`config.mk`:
```
export PLATFORM = sky130hd
export DESIGN_NAME = ins_pipe_ctrl
export DESIGN_NICKNAME = d
export VERILOG_FILES = /design/src/rtl/ins_pipe_ctrl.sv
export SDC_FILE = /design/constraint.sdc
export NUM_CORES = 1
export LEC_CHECK = 0
export BUFFER_PORTS_ARGS = -buffer_cell sky130_fd_sc_hd__buf_2
export CAP_MARGIN = 20
export CORE_MARGIN = 5
export CORE_UTILIZATION = 45
export CTS_BUF_LIST = sky130_fd_sc_hd__clkbuf_16
export CTS_CLUSTER_DIAMETER = 200
export DETAILED_ROUTE_END_ITERATION = 16
export GPL_ROUTABILITY_DRIVEN = 0
export MAX_ROUTING_LAYER = met4
export PLACE_DENSITY = 0.81
export REMOVE_ABC_BUFFERS = 1
export SETUP_SLACK_MARGIN = 0.3
export SYNTH_ARGS = -nofsm -noshare
export SYNTH_HDL_FRONTEND = slang
export SYNTH_SLANG_ARGS = --single-unit
```
`constraint.sdc`:
```
create_clock -name clk -period 5.3 [get_ports clk]
set_clock_uncertainty 0.1 [all_clocks]
set_input_delay 0.53 -clock clk [delete_from_list [all_inputs] [get_ports clk]]
set_output_delay 0.53 -clock clk [all_outputs]
set_load 0.01 [all_outputs]
```
`src/rtl/ins_pipe_ctrl.sv`:
```
// Instruction pipeline registers (ID/EX/MEM/WB) with load-use hazard stall, branch flush and PC enable.
// Optional macro RAW_STALL_EN: also stall on any RAW dependency against EX or MEM (no forwarding datapath).
module ins_pipe_ctrl #(
    parameter int                 INS_W   = 32,
    parameter logic [INS_W-1:0]   NOP_INS = 32'h00000013,
    parameter int                 CNT_W   = 16
) (
    input  logic             clk,
    input  logic             rst,
    input  logic             if_valid_i,
    input  logic [INS_W-1:0] if_ins_i,
    output logic             if_ready_o,
    input  logic             branch_taken_i,
    input  logic             mem_busy_i,
    output logic             pc_en_o,
    output logic [INS_W-1:0] id_ins_o,
    output logic [INS_W-1:0] ex_ins_o,
    output logic [INS_W-1:0] mem_ins_o,
    output logic [INS_W-1:0] wb_ins_o,
    output logic             hazard_o,
    output logic [CNT_W-1:0] stall_cnt_o
);

    localparam logic [6:0] OP_LOAD   = 7'b0000011;
    localparam logic [6:0] OP_STORE  = 7'b0100011;
    localparam logic [6:0] OP_BRANCH = 7'b1100011;

    logic [INS_W-1:0] id_q, ex_q, mem_q, wb_q;
    logic [INS_W-1:0] id_d, ex_d, mem_d, wb_d;
    logic [CNT_W-1:0] cnt_q, cnt_d;

    function automatic logic uses_rs1(input logic [6:0] op);
        return (op == 7'b0110011) || (op == 7'b0010011) || (op == OP_LOAD) ||
               (op == 7'b1100111) || (op == OP_STORE)   || (op == OP_BRANCH);
    endfunction

    function automatic logic uses_rs2(input logic [6:0] op);
        return (op == 7'b0110011) || (op == OP_STORE) || (op == OP_BRANCH);
    endfunction

    logic [6:0] id_op, ex_op;
    logic [4:0] id_rs1, id_rs2, ex_rd;
    logic       ex_match, stall;

    assign id_op  = id_q[6:0];
    assign id_rs1 = id_q[19:15];
    assign id_rs2 = id_q[24:20];
    assign ex_op  = ex_q[6:0];
    assign ex_rd  = ex_q[11:7];

    // x0 is never a real producer, so rd==0 is excluded before any rs compare
    assign ex_match = (ex_rd != 5'd0) &&
                      ((uses_rs1(id_op) && (id_rs1 == ex_rd)) ||
                       (uses_rs2(id_op) && (id_rs2 == ex_rd)));

`ifdef RAW_STALL_EN
    logic [6:0] mem_op;
    logic [4:0] mem_rd;
    logic       mem_match, ex_writer, mem_writer;

    assign mem_op     = mem_q[6:0];
    assign mem_rd     = mem_q[11:7];
    assign ex_writer  = (ex_op != OP_STORE) && (ex_op != OP_BRANCH);
    assign mem_writer = (mem_op != OP_STORE) && (mem_op != OP_BRANCH);
    assign mem_match  = (mem_rd != 5'd0) &&
                        ((uses_rs1(id_op) && (id_rs1 == mem_rd)) ||
                         (uses_rs2(id_op) && (id_rs2 == mem_rd)));
    assign stall = (ex_match && ex_writer) || (mem_match && mem_writer);
`else
    assign stall = ex_match && (ex_op == OP_LOAD);
`endif

    always_comb begin
        id_d       = id_q;
        ex_d       = ex_q;
        mem_d      = mem_q;
        wb_d       = wb_q;
        cnt_d      = cnt_q;
        pc_en_o    = 1'b0;
        if_ready_o = 1'b0;
        hazard_o   = 1'b0;
        // a busy dcache freezes everything, including pending redirects and stalls
        if (!rst && !mem_busy_i) begin
            if (branch_taken_i) begin
                id_d    = NOP_INS;
                ex_d    = NOP_INS;
                mem_d   = ex_q;
                wb_d    = mem_q;
                pc_en_o = 1'b1;
            end else if (stall) begin
                ex_d     = NOP_INS;
                mem_d    = ex_q;
                wb_d     = mem_q;
                hazard_o = 1'b1;
                if (cnt_q != '1) cnt_d = cnt_q + 1'b1;
            end else begin
                id_d       = if_valid_i ? if_ins_i : NOP_INS;
                ex_d       = id_q;
                mem_d      = ex_q;
                wb_d       = mem_q;
                pc_en_o    = 1'b1;
                if_ready_o = 1'b1;
            end
        end
    end

    always_ff @(posedge clk) begin
        if (rst) begin
            id_q  <= NOP_INS;
            ex_q  <= NOP_INS;
            mem_q <= NOP_INS;
            wb_q  <= NOP_INS;
            cnt_q <= '0;
        end else begin
            id_q  <= id_d;
            ex_q  <= ex_d;
            mem_q <= mem_d;
            wb_q  <= wb_d;
            cnt_q <= cnt_d;
        end
    end

    assign id_ins_o    = id_q;
    assign ex_ins_o    = ex_q;
    assign mem_ins_o   = mem_q;
    assign wb_ins_o    = wb_q;
    assign stall_cnt_o = cnt_q;

endmodule

```
==> results of run 1 <==
-- worst paths after layout --
| path | endpoint | slack, ns | cells after the start |
|---|---|---|---|
| min | id_ins_o[9]$_SDFFE_PP0P_ | 0.21 | 2 |
| min reg2reg | id_ins_o[11]$_SDFFE_PP0P_ | 0.37 | 2 |
| max reg2reg | id_ins_o[21]$_SDFFE_PP0P_ | 2.11 | 9 |
| max | if_ready_o | 1.92 | 7 |
-- flip-flops by register name (all words and copies together), names as in the netlist --
signal,flops
stall_cnt_o,16
wb_ins_o,32
id_ins_o,32
ex_ins_o,32
mem_ins_o,32
-- per-stage QoR --
step / cells / power [mW] / hold WS (ns) / instance area, sq um
final: 851 / 2.494 / 0.2103 / 6948
after global routing: 851 / 2.577 / 0.1979 / 6948
after CTS: 849 / 2.510 / 0.1963 / 6905
after detailed placement: 817 / 1.223 / 0.3690 / 6265
after global placement: 817 / 1.220 / 0.3506 / 6265
after floorplan: 487 / 1.161 / 0.3897 / 5135
-- logic make-up (layout without fill, tap and decap cells) --
kind of cell             Yosys count  count (layout)
flip-flops                       144             144
multiplexers                      69              69
AND/OR/NAND/NOR                  166             166
adder cells (fa/ha/maj)            1               1
AO/OA/AOI/OAI                     83              83
buffers and inverters             40             231
XOR/XNOR                          14              14
-- cell type report --
type,instances,area share
Tap cell,143,0.02575
Clock buffer,17,0.06123
Timing Repair Buffer,189,0.1426
Inverter,10,0.005402
Sequential cell,144,0.4149
Clock inverter,15,0.03097
Multi-Input combinational cell,333,0.3191
-- cells in the final DEF, fill, tap and decap left out, drive strengths merged, types with 3 or more instances in the layout --
cell     Yosys  final
a21oi        9      9
a22o        27     27
a2bb2oi      3      3
buf          7    189
bufinv       0      5
clkbuf      23     17
clkinv       0      7
dfxtp      144    144
inv         10     11
mux2         3      3
mux2i       66     66
nand2       48     48
nand3        9      9
nand4        6      6
nor2        76     76
nor2b        3      3
nor3         3      3
nor4         3      3
o21ai       19     19
o2bb2ai     15     15
o31ai        6      6
or3          3      3
or4          7      7
xnor2       12     12
-- synth_stat cells (5+ instances only) --
| cell | count |
|---|---|
| a21oi_1 | 9 |
| a22o_1 | 27 |
| clkbuf_1 | 23 |
| dfxtp_1 | 144 |
| inv_1 | 9 |
| mux2i_1 | 66 |
| nand2_1 | 46 |
| nand3_1 | 9 |
| nand4_1 | 6 |
| nor2_1 | 76 |
| o21ai_0 | 19 |
| o2bb2ai_1 | 15 |
| o31ai_1 | 5 |
| or4_1 | 7 |
| xnor2_1 | 12 |
-- routing by layer --
layer	routed length, um	up-vias
met5	0	-
met4	322	0
met3	781	25
met2	7390	146
met1	6283	2200
li1	-	2166
-- worst max-delay path: stages (launching register included) --
cell and delay, ns:
dfxtp_1 0.35, or4_1 0.51, a2111o_1 0.42, nor2_1 0.17
nand2_2 0.13, nand2b_2 0.30, inv_2 0.23, buf_2 0.21
-- power by group through the flow --
stage	clock network, mW	registers, mW	logic (mW)
floorplan	0	1.12	0.0374
global placement	0	1.12	0.0989
detailed placement	0	1.12	0.101
CTS	1.31	1.10	0.102
global route	1.37	1.10	0.112
finish	1.29	1.10	0.104
==> flow_summary.ini, run 1 <==
[run_status]
status = complete, no violations

[yosys]
yosys_warnings = 0
synth_area_sq_um = 5266
synth_simple_gate_area_frac = 0.1430
synth_top_family_by_area = simple AND/OR/NAND/NOR gates
ys_ff_latch = 144
synthArstFlopShare = 0
synth.mux.area_fraction = 0.1319
synthTopCellsByArea = dfxtp_1 (55%), mux2i_1 (13%), nor2_1 (5.4%)
synth_edf_count = 0
synth_top_area_share = 0.5474
synthAdderAreaFrac = 0.002376
synth_area_per_cell_sq_um = 10.19
syn-instance-count = 517
synth-compound-area-share = 0.1200
synth_flop_cell = dfxtp_1
seq_area_frac_synth = 0.5474
synth_top_cell_by_area = dfxtp_1
synth_xor_area_frac = 0.02328
ys_types = 41

[cts]
cts_tree = done
post_cts_buffers = 0
cts_buffer_depth = 2
clk_pin_slew_ns = 0.06
holdBufCountCts = 0
post_cts_resized = 0
insertion_delay_ns = 0.42
htree_num_levels = 4
numCtsBuffers = 17
numClockSinks = 144
clockRootBuffer = clkbuf_16

[power_and_ir_drop]
p_seq_frac = 0.440
power_per_cell_area_nw_per_um2 = 359.0
pwr-share-clk = 0.518
comb_power_share = 0.042
leakagePower_nw = 3.268
irDropWorstVdd_uv = 245.0
switching_power_uw = 531.6
intPower_mw = 1.963
switching_share = 0.2131

[route]
vias_per_cell = 5.331
drc = 0
dr_total_vias = 4537
drtAntennaViolNets = 0
drtPass1Iterations = 4
dr.first_iter.drc_count = 232
wire_per_inst_um = 17.37
routed_wl_mm = 14.78

[setup_path]
cp_data_arrival_time_ns = 2.75
startpoint = ex_ins_o[4]$_SDFFE_PP1P_
crit_required_ns = 4.67
worst_setup_path_end_kind = output pin
criticalPathCategory = flop to output pin
start_kind = flop
crit_fanout = 19
r2r-start = ex_ins_o[4]$_SDFFE_PP1P_

[run]
maxCapViolCount = 0

[sta]
rsz0062_at_grt = no
period_share = 0.6379
slew_viol_final = 0
tightest_slew_ns = 0.8377
max_slew_margin = 0.4409
hold_viol_final = 0
tns_ns = 0
layout_min_cycle_time_ns = 3.381
fmax_mhz = 295.8
fin_ws_ns = 1.919
setup_viol = 0

[finish]
postLayoutCoreUtil = 0.6059
n_fill_cell = 970
multi_input_area_sq_um = 2217
drive_gt1_frac = 0.3234
area_growth_syn_to_layout_pct = 31.93
regArea_sq_um = 2883
nets = 733
diodes = 0

[global_route]
grt_pass1_wl_mm = 23.68
busiest_layer = met2
grtUsageMet2 = 0.3594
grt_pass1_vias = 4604
overflow = 0
antenna_found_initial = 0
gr-usage-met1 = 0.2447
gr-usage-all-layers = 0.2160
grt_max_degree = 43
use_met3 = 0.05874

[placement]
dp_slack_ns = 1.864
dp.final_hpwl_mm = 10.58
port_buffers = 183

[floorplanning]
num_io_pins = 184
fp.dieArea_sq_um = 13970
initial_utilization = 0.4592
num_rows = 39
die_w_um = 118.2
core_sq_um = 11470
die_h_um = 118.2

[worst_hold_path]
hold_path_class = primary input to flop
hold_path_startpoint = if_ins_i[9]
(Power assumes the default switching activity.)
==> inputs of run 2 (changes only) <==
Settings changed: PLACE_DENSITY 0.81 to 0.84.
Clock period 5.3 ns to 3.07 ns, I/O delays scaled along.
==> flow_summary.ini, run 2 (synthesis results as in run 1) <==
[route]
dr.first_iter.drc_count = 331
drc = 0
vias_per_cell = 5.314
dr_total_vias = 4634
drtPass1Iterations = 5
routed_wl_mm = 14.86
drtAntennaViolNets = 0
wire_per_inst_um = 17.04

[cts]
insertion_delay_ns = 0.41
htree_num_levels = 4
cts_tree = done
clk_pin_slew_ns = 0.06
cts_buffer_depth = 2
numCtsBuffers = 17
numClockSinks = 144
clockRootBuffer = clkbuf_16

[setup_path]
crit_chain = or4_1 > a2111o_1 > nor2_2 > nand2_2 > nand2b_4 > inv_2 > buf_12 > buf_6
startpoint = ex_ins_o[3]$_SDFFE_PP0P_
crit_required_ns = 2.66
slowest_delay_ns = 0.51
crit_fanout = 18
start_kind = flop
r2r-start = ex_ins_o[3]$_SDFFE_PP0P_
criticalPathCategory = flop to output pin
worst_setup_path_end_kind = output pin
cp_data_arrival_time_ns = 2.34
crit_slowest_cell = or4_1

[sta]
tightest_slew_ns = 0.7288
slew_viol_final = 0
hold_ws_ns = 0.01382
max_slew_margin = 0.5141
period_share = 0.8964
setup_viol = 0
tns_ns = 0
hold_viol_final = 0
layout_min_cycle_time_ns = 2.752
fmax_mhz = 363.4
rsz0062_at_grt = yes

[floorplanning]
num_io_pins = 184
initial_utilization = 0.4592
num_rows = 39
die_w_um = 118.2
die_h_um = 118.2
core_sq_um = 11470
fp.dieArea_sq_um = 13970

[placement]
dp.final_hpwl_mm = 10.78
post-place-cells = 827
port_buffers = 183

[worst_hold_path]
hold_path_class = primary input to flop
hold_path_startpoint = if_ins_i[16]

[global_route]
use_met3 = 0.06113
grt_pass1_wl_mm = 23.92
grt_max_degree = 47
grtUsageMet2 = 0.3435
gr-usage-all-layers = 0.2164
grt_pass1_vias = 4592
busiest_layer = met2
overflow = 0
antenna_found_initial = 1
gr-usage-met1 = 0.2645

[power_and_ir_drop]
leakagePower_nw = 3.345
power_per_cell_area_nw_per_um2 = 568.4
irDropWorstVdd_uv = 479.3
total_power_mw = 4.023

[run_status]
status = complete, no violations

[finish]
drive_gt1_frac = 0.3283
most-common-layout-cells = buf_2 (181), dfxtp_1 (143), nor2_1 (75)
layoutNonFillerInstCount = 872
n_fill_cell = 927
final_common_cell = buf_2
area_growth_syn_to_layout_pct = 34.40
postLayoutCoreUtil = 0.6172
nets = 754

[run]
maxCapViolCount = 0
## run 2: through the flow
stage / worst slack [ns] / instance area (sq um)
after floorplan: 0.2501 / 5135
after global placement: 0.3330 / 6359
after detailed placement: 0.2604 / 6359
after CTS: 0.3013 / 7053
after global routing: 0.2261 / 7078
final: 0.3182 / 7078
## run 2: per-layer routing
layer | vias up | routed length [um]
met3 | 28 | 999
li1 | 2208 | -
met5 | - | 0
met1 | 2206 | 6509
met2 | 192 | 7035
met4 | 0 | 316
## run 2: path summary, 6_finish.rpt
kind                                 endpoint  slack [ns]  cells after the start
setup / recovery                   if_ready_o        0.32                      8
hold / removal      id_ins_o[16]$_SDFFE_PP0P_        0.01                      2
setup reg to reg  stall_cnt_o[9]$_SDFFE_PP0P_        0.39                      6
hold reg to reg      wb_ins_o[0]$_SDFFE_PP1P_        0.37                      2
## run 2: worst max-delay path, delay by kind of cell, from the launching register on
kind	cells	cell delay (ns)
buffers and inverters	3	0.32
flip-flops	1	0.33
AO/OA/AOI/OAI	1	0.37
AND/OR/NAND/NOR	4	0.89
## run 2: what timing repair did
item,4_1_cts,5_1_grt
endpoints found under the hold margin,10,1
pin swaps,2,0
resized for setup,7,3
hold buffers,10,1
cloned,0,0
setup endpoints to repair,15,21
buffers inserted,2,0
## run 2: power breakdown
part | switching, mW | internal [mW] | leakage (nW)
registers | 0.0128 | 1.88 | 1.16
logic | 0.117 | 0.0852 | 1.91
clock network | 0.752 | 1.17 | 0.274
total | 0.881 | 3.14 | 3.34
## run 2: cell type report
class / instances / area, sq um / share of cell area
diodes: 1 / 2.502 / 0.0003535
clock inverters: 14 / 126.4 / 0.01785
multi-input cells: 333 / 2243 / 0.3170
clock buffers: 17 / 425.4 / 0.06010
inverters: 10 / 37.54 / 0.005303
flip-flops and latches: 144 / 2884 / 0.4075
well taps: 143 / 178.9 / 0.02528
repair buffers: 210 / 1180 / 0.1667
==> inputs of run 3 (changes only) <==
Settings changed: BUFFER_PORTS_ARGS -buffer_cell sky130_fd_sc_hd__buf_2 to unset, DONT_BUFFER_PORTS set to 1, PLACE_DENSITY 0.84 to 0.65.
==> flow_summary.ini, run 3 (synthesis results as in run 1) <==
[sta]
tns_ns = 0
layout_min_cycle_time_ns = 2.697
slew_viol_final = 0
max_slew_margin = 0.6288
rsz0062_at_grt = no
fmax_mhz = 370.8
setup_viol = 0
tightest_slew_ns = 0.5517
period_share = 0.8785
fin_ws_ns = 0.3731
hold_viol_final = 0

[route]
dr.first_iter.drc_count = 281
wire_per_inst_um = 20.35
routed_wl_mm = 14.59
vias_per_cell = 5.615
dr_total_vias = 4026
drtPass1Iterations = 4
drc = 0
drtAntennaViolNets = 0

[finish]
n_fill_cell = 1000
most-common-layout-cells = dfxtp_1 (142), nor2_1 (74), mux2i_1 (66)
area_growth_syn_to_layout_pct = 23.83
nets = 599
final_common_cell = dfxtp_1
diodes = 0
drive_gt1_frac = 0.1063

[run]
maxCapViolCount = 0

[setup_path]
criticalPathCategory = flop to output pin
reg2reg_setup_slack_ns = 0.40
slowest_delay_ns = 0.51
crit_required_ns = 2.66
worst_setup_path_end_kind = output pin
crit_slowest_cell = or4_4
crit_chain = or4_4 > a2111o_1 > nor2_2 > nand2_2 > nand2b_4 > inv_6 > buf_12
ff2ff_path_depth = 6
cp_data_arrival_time_ns = 2.29
crit_fanout = 5
start_kind = flop

[floorplanning]
num_io_pins = 184
fp.dieArea_sq_um = 13970
initial_utilization = 0.4592
num_rows = 39
core_sq_um = 11470
die_w_um = 118.2
die_h_um = 118.2

[cts]
numCtsBuffers = 17
clockRootBuffer = clkbuf_16
insertion_delay_ns = 0.42
numClockSinks = 144
cts_buffer_depth = 2
htree_num_levels = 4
cts_tree = done
clk_pin_slew_ns = 0.06

[power_and_ir_drop]
irDropWorstVdd_uv = 496.5
power_per_cell_area_nw_per_um2 = 623.8
leakagePower_nw = 2.567

[worst_hold_path]
hold_path_class = primary input to flop
holdPathStages = 2

[global_route]
gr-usage-all-layers = 0.2098
antenna_found_initial = 0
grt_pass1_wl_mm = 22.63
use_met3 = 0.07832
gr-usage-met1 = 0.2480
overflow = 0
busiest_layer = met2
grt_max_degree = 71
grt_pass1_vias = 3999
grtUsageMet2 = 0.3189

[run_status]
status = complete, no violations

[placement]
port_buffers = 0
dp.final_hpwl_mm = 9.196
dp_slack_ns = 0.2372
==> run 3: cell types whose count changed in the layout (fill, tap and decap cells not counted), sizes merged <==
cell         before  now
clkbuf           17   19
buf             199   16
diode             1    0
clkinv            7    6
dlygate4sd3      11   37
inv              13   15
==> run 3: per-layer routing <==
layer / vias up / part of all wire
met5: - / 0
met2: 165 / 0.46
met3: 25 / 0.090
li1: 1910 / -
met1: 1926 / 0.43
met4: 0 / 0.026
==> run 3: metrics by stage <==
stage                     power [mW]  hold WS [ns]  std cells  instance area, sq um    util
after floorplan                2.005        0.2761        487                  5135       -
after global placement         2.036        0.2895        641                  5405  0.4714
after detailed placement       2.038        0.2895        641                  5405  0.4714
after CTS                      4.096     0.0008407        713                  6419  0.5597
after global routing           4.204       0.01852        717                  6521  0.5687
final                          4.068       0.01425        717                  6521  0.5687
==> run 3: final timing paths <==
kind | startpoint | end
worst max-delay path | ex_ins_o[3]$_SDFFE_PP0P_ | if_ready_o
worst min-delay path | rst | stall_cnt_o[15]$_SDFFE_PP0P_
worst max register to register | ex_ins_o[3]$_SDFFE_PP0P_ | stall_cnt_o[15]$_SDFFE_PP0P_
worst min register to register | id_ins_o[7]$_SDFFE_PP0P_ | id_ins_o[7]$_SDFFE_PP0P_
==> run 3: power by group <==
part           internal (mW)  leakage [nW]  switching, mW
combinational         0.0870          1.12         0.0977
sequential              1.88          1.16         0.0228
clock                   1.19         0.281          0.789
total                   3.16          2.57          0.910
==> run 3: timing repair <==
action,4_1_cts,5_1_grt
pin swaps,2,4
endpoints found under the hold margin,108,0
setup buffers,1,2
hold buffers,39,0
cloned,0,2
setup endpoints to repair,6,7
gates resized for setup,3,11
==> run 3: critical path, delay by kind of cell (launching register included) <==
kind                   cells  cell delay, ns
buffers and inverters      2            0.17
AOI/OAI and AO/OA          1            0.43
DFF                        1            0.36
and+or+nand+nor            4            0.92
==> run 3: layout make-up <==
type	count	area, sq um	share of cell area
Sequential cell	144	2888	0.4428
Multi-Input combinational cell	333	2250	0.3450
Timing Repair Buffer	55	593.1	0.09094
Clock buffer	17	425.4	0.06523
Tap cell	143	178.9	0.02744
Clock inverter	15	143.9	0.02206
Inverter	10	42.54	0.006523
